## config.mk

```make
export PLATFORM = sky130hd
export DESIGN_NAME = debounce_fsm
export DESIGN_NICKNAME = d
export VERILOG_FILES = /design/src/rtl/debounce_fsm.sv
export SDC_FILE = /design/constraint.sdc
export NUM_CORES = 1
export LEC_CHECK = 0
export ABC_AREA = 1
export BUFFER_PORTS_ARGS = -buffer_cell sky130_fd_sc_hd__buf_2
export CAP_MARGIN = 25
export CORE_AREA = 8 8 45 47
export DETAILED_ROUTE_END_ITERATION = 16
export DIE_AREA = 0 0 53 55
export GPL_ROUTABILITY_DRIVEN = 0
export SLEW_MARGIN = 20
export SYNTH_ARGS = -nofsm -noshare
export SYNTH_HDL_FRONTEND = slang
export SYNTH_SLANG_ARGS = --single-unit
```

## constraint.sdc

```tcl
create_clock -name clk -period 2 [get_ports clk]
set_input_delay 0.2 -clock clk [delete_from_list [all_inputs] [get_ports clk]]
set_output_delay 0.2 -clock clk [all_outputs]
set_load 0.01 [all_outputs]
```

## src/rtl/debounce_fsm.sv

```systemverilog
// debounce_fsm: switch debouncer driven by an external periodic sample tick.
// The raw switch is passed through a two-flop synchronizer. A four-state FSM
// (ZERO, WAIT1, ONE, WAIT0) then changes the filtered level only after the
// synchronized input has held its new value for N_TICKS sample ticks.
// Outputs are a clean registered level and a one-cycle rising-edge pulse.
// Optional build macro DEBOUNCE_FALL_TICK_EN adds db_fall_tick, a one-cycle
// pulse on each completed 1->0 debounce.
module debounce_fsm #(
  parameter int N_TICKS = 4
) (
  input  logic clk,
  input  logic reset,
  input  logic sw,
  input  logic tick,
`ifdef DEBOUNCE_FALL_TICK_EN
  output logic db_fall_tick,
`endif
  output logic db_level,
  output logic db_tick
);

  localparam int CNT_W = $clog2(N_TICKS + 1);
  localparam logic [CNT_W-1:0] CNT_LAST = CNT_W'(N_TICKS - 1);

  typedef enum logic [1:0] {
    ZERO  = 2'd0,
    WAIT1 = 2'd1,
    ONE   = 2'd2,
    WAIT0 = 2'd3
  } state_t;

  state_t           state;
  logic [CNT_W-1:0] cnt;
  logic [1:0]       sync_q;
  logic             sw_sync;

  assign sw_sync = sync_q[1];

  // Two-flop synchronizer: sync_q[1] is the metastability-safe copy of sw,
  // lagging the raw input by two clock cycles.
  always_ff @(posedge clk) begin
    if (reset) begin
      sync_q <= 2'b00;
    end else begin
      sync_q <= {sync_q[0], sw};
    end
  end

  // Debounce FSM. The outputs are assigned together with the next state, so
  // db_level mirrors the state being entered and the pulses appear on the
  // first cycle of the new stable state. A change of sw_sync while waiting
  // aborts the wait before any tick in the same cycle is considered.
  always_ff @(posedge clk) begin
    if (reset) begin
      state    <= ZERO;
      cnt      <= '0;
      db_level <= 1'b0;
      db_tick  <= 1'b0;
`ifdef DEBOUNCE_FALL_TICK_EN
      db_fall_tick <= 1'b0;
`endif
    end else begin
      db_tick <= 1'b0;
`ifdef DEBOUNCE_FALL_TICK_EN
      db_fall_tick <= 1'b0;
`endif
      case (state)
        ZERO: begin
          if (sw_sync) begin
            state <= WAIT1;
            cnt   <= '0;
          end
        end
        WAIT1: begin
          if (!sw_sync) begin
            state <= ZERO;
            cnt   <= '0;
          end else if (tick && (cnt == CNT_LAST)) begin
            state    <= ONE;
            cnt      <= '0;
            db_level <= 1'b1;
            db_tick  <= 1'b1;
          end else if (tick) begin
            cnt <= cnt + 1'b1;
          end
        end
        ONE: begin
          if (!sw_sync) begin
            state <= WAIT0;
            cnt   <= '0;
          end
        end
        WAIT0: begin
          if (sw_sync) begin
            state <= ONE;
            cnt   <= '0;
          end else if (tick && (cnt == CNT_LAST)) begin
            state    <= ZERO;
            cnt      <= '0;
            db_level <= 1'b0;
`ifdef DEBOUNCE_FALL_TICK_EN
            db_fall_tick <= 1'b1;
`endif
          end else if (tick) begin
            cnt <= cnt + 1'b1;
          end
        end
        default: begin
          state    <= ZERO;
          cnt      <= '0;
          db_level <= 1'b0;
        end
      endcase
    end
  end

endmodule

```

==> flow_summary_export.csv <==
group,metric,value,unit
run_status,status,"completed",
logic_synthesis,yosysUniqueCellTypes,15,
sta,worst_slew_pin_slew,0.2415,ns
place,place_ws,0.7213,ns
route,drc,0,
sta,final_hold_viol_count,0,
sta,rsz0062_at_grt,"no",
route,antenna_left,0,
run,maxCapViolations,0,
global_route,antenna_found_initial,0,
route,drtPass1Iterations,4,
floorplan,die_y,55,um
logic_synthesis,synth.area.top_cells,"dfxtp_1 42%, nand2_1 13%, nand3_1 8.2%",
critical_path,cpPeakStageDelay,0.33,ns
critical_path,cp_max_fo,4,
critical_path,r2r-start,"cnt[0]",
min_path,min_to,"sync_q[0]",
critical_path,crit_required,2.19,ns
clock_tree,ctsResizeCount,0,
place,placed_cells,78,
critical_path,rrSetupSlack,0.72,ns
finish,nNetsFinal,73,
logic_synthesis,synth_edf_count,0,
logic_synthesis,synth_flop_cell,"dfxtp_1",
logic_synthesis,ys_seq_elements,9,
sta,min_period,1.276,ns
critical_path,path_cells,"ha_1, ha_1, a21oi_1, nand3_1, a21oi_1",
clock_tree,cts_sinks,9,
critical_path,critical_path_class,"reg2reg",
logic_synthesis,synth_area,425.4,um^2
logic_synthesis,synthArstFlopShare,0,%
logic_synthesis,syn_avg_cell_area,7.335,um^2
sta,drv_slew,0,
clock_tree,htree_levels,1,
critical_path,slowest_stage,"dfxtp_1",
route,wirelength,752,um
logic_synthesis,synth_cells,58,
route,viasPerCell,4.646,
global_route,grt_pass1_vias,336,
finish,synthToLayoutAreaGrowth,15.59,%
sta,setup_ws,0.7237,ns
place,hpwl,596,um
min_path,hp-class,"in2reg",
logic_synthesis,synth_top_area_share,42.35,%
logic_synthesis,synthTopCellsByCount,"15 x nand2_1, 9 x dfxtp_1, 9 x inv_1",
critical_path,end_kind,"flip-flop",
pwr,peakVddDrop,0.0002953,V
finish,drive_above_1_share,21.21,%
finish,instances_no_fill,82,
critical_path,crit_buf_inv,0,
critical_path,setup.worst_path.start_class,"flip-flop",
clock_tree,tritoncts,"done",
sta,tns,0,ns
clock_tree,root_buffer,"clkbuf_4",
logic_synthesis,yosysWarnings,0,
min_path,hp-start,"sw",
finish,regArea,180.2,um^2
place,io_buffers,5,
logic_synthesis,synth_top_cell_by_area,"dfxtp_1",
floorplan,die_x,53,um
global_route,grt_max_degree,9,
min_path,hold_depth,3,
sta,maxClockFrequency,783.5,MHz
route,vias,381,
floorplan,dieArea,2915,um^2
logic_synthesis,seq_area_frac_synth,42.35,%
clock_tree,cts_buffers,3,
critical_path,worst-r2r-cell-count,5,
pwr,finalPower,337.3,uW
sta,relSlewSlack,83.90,%
finish,multi_input_area,202.7,um^2
clock_tree,clkLatencyLatePin,0.26,ns
pwr,leakage,0.0002296,uW
critical_path,reg2reg_to,"cnt[0]",
clock_tree,cts_hold_buffers,0,
global_route,gr-total-overflow,0,
pwr,power.density,686.0,nW/um^2
clock_tree,cts_setup_buffers,0,
route,wl_per_cell,9.171,um
route,drt-initial-drc-count,9,
clock_tree,cts_buffer_depth,2,
sta,fin_crit_sh,63.81,%
floorplan,core_area,1384,um^2
finish,antenna_cells,0,
critical_path,critical-path-top-delay-family,"adder cells",
logic_synthesis,synth.net_count,64,
critical_path,worst-endpoint-arrival,1.47,ns
finish,n_fill_cell,142,
floorplan,row_count,14,
sta,finalSetupViolCount,0,
clock_tree,clkSlewWorstSetupHoldPaths,0.06,ns
global_route,grt_pass1_wl,1.311,mm
global_route,grt_usage,5.966,%
logic_synthesis,yosys.cell_count.top_type,"nand2_1",
sta,clock_skew,0.001044,ns
floorplan,start_util,30.74,%
floorplan,io_pins,6,
## worst register-to-register path, delay by kind of cell (launching register included)
family / cells / cell delay, ns
adders and majority gates: 2 / 0.40
DFF: 1 / 0.33
and+or+nand+nor: 1 / 0.12
AOI/OAI and AO/OA: 2 / 0.36
## placed cells by master, fill, tap and decap left out
cell / count
ha_1: 2
clkbuf_4: 3
o21ai_2: 1
nor3_1: 1
nand2_1: 15
nand3_2: 1
clkbuf_1: 1
inv_1: 9
nand3_1: 7
nor2_4: 1
dfxtp_1: 9
a21oi_1: 4
nand2_2: 2
nor2_1: 3
inv_2: 1
buf_2: 5
o31ai_1: 1
## cell type report
class                   instances  area share [%]
multi-input cells              38           41.22
flip-flops and latches          9           36.64
inverters                      10           7.634
clock buffers                   4           5.344
repair buffers                  5           5.089
well taps                      16           4.071
## cells by family after synthesis
kind of cell	count (synthesis)	synth area share [%]
AOI/OAI and AO/OA	6	8.531
DFF	9	42.35
and+or+nand+nor	30	33.23
adders and majority gates	2	5.881
buffers and inverters	11	9.997
## routing by layer
| layer | wire [um] | GRT usage, % |
|---|---|---|
| met1 | 355 | 6.718 |
| met2 | 344 | 8.984 |
| met3 | 43 | 1.872 |
| met4 | 8 | 5.172 |
| met5 | 0 | 0 |
## per-stage QoR
step	util [%]	hold WS, ns	area, um^2
3_3_place_gp	33.63	0.4007	465.4
5_1_grt	35.53	0.1492	491.7
2_1_floorplan	-	0.3070	425.4
3_5_place_dp	33.63	0.4068	465.4
4_1_cts	35.53	0.1490	491.7
6_report	35.53	0.1483	491.7
## where the power goes
group / switching (uW) / internal [uW]
combinational: 11.2 / 5.23
sequential: 1.44 / 182
clock: 60.9 / 76.7
## worst max-delay path by stage
stage	startpoint	end	slack, ns	cells after the start
final	cnt[0]	cnt[0]	0.72	5
after global routing	cnt[0]	cnt[1]	0.63	5
after CTS	cnt[0]	cnt[0]	0.71	5
after detailed placement	cnt[0]	cnt[0]	0.72	5
after global placement	cnt[0]	cnt[0]	0.78	5
after floorplan	cnt[0]	cnt[1]	0.85	5
Power figures use the tool's default switching activity.
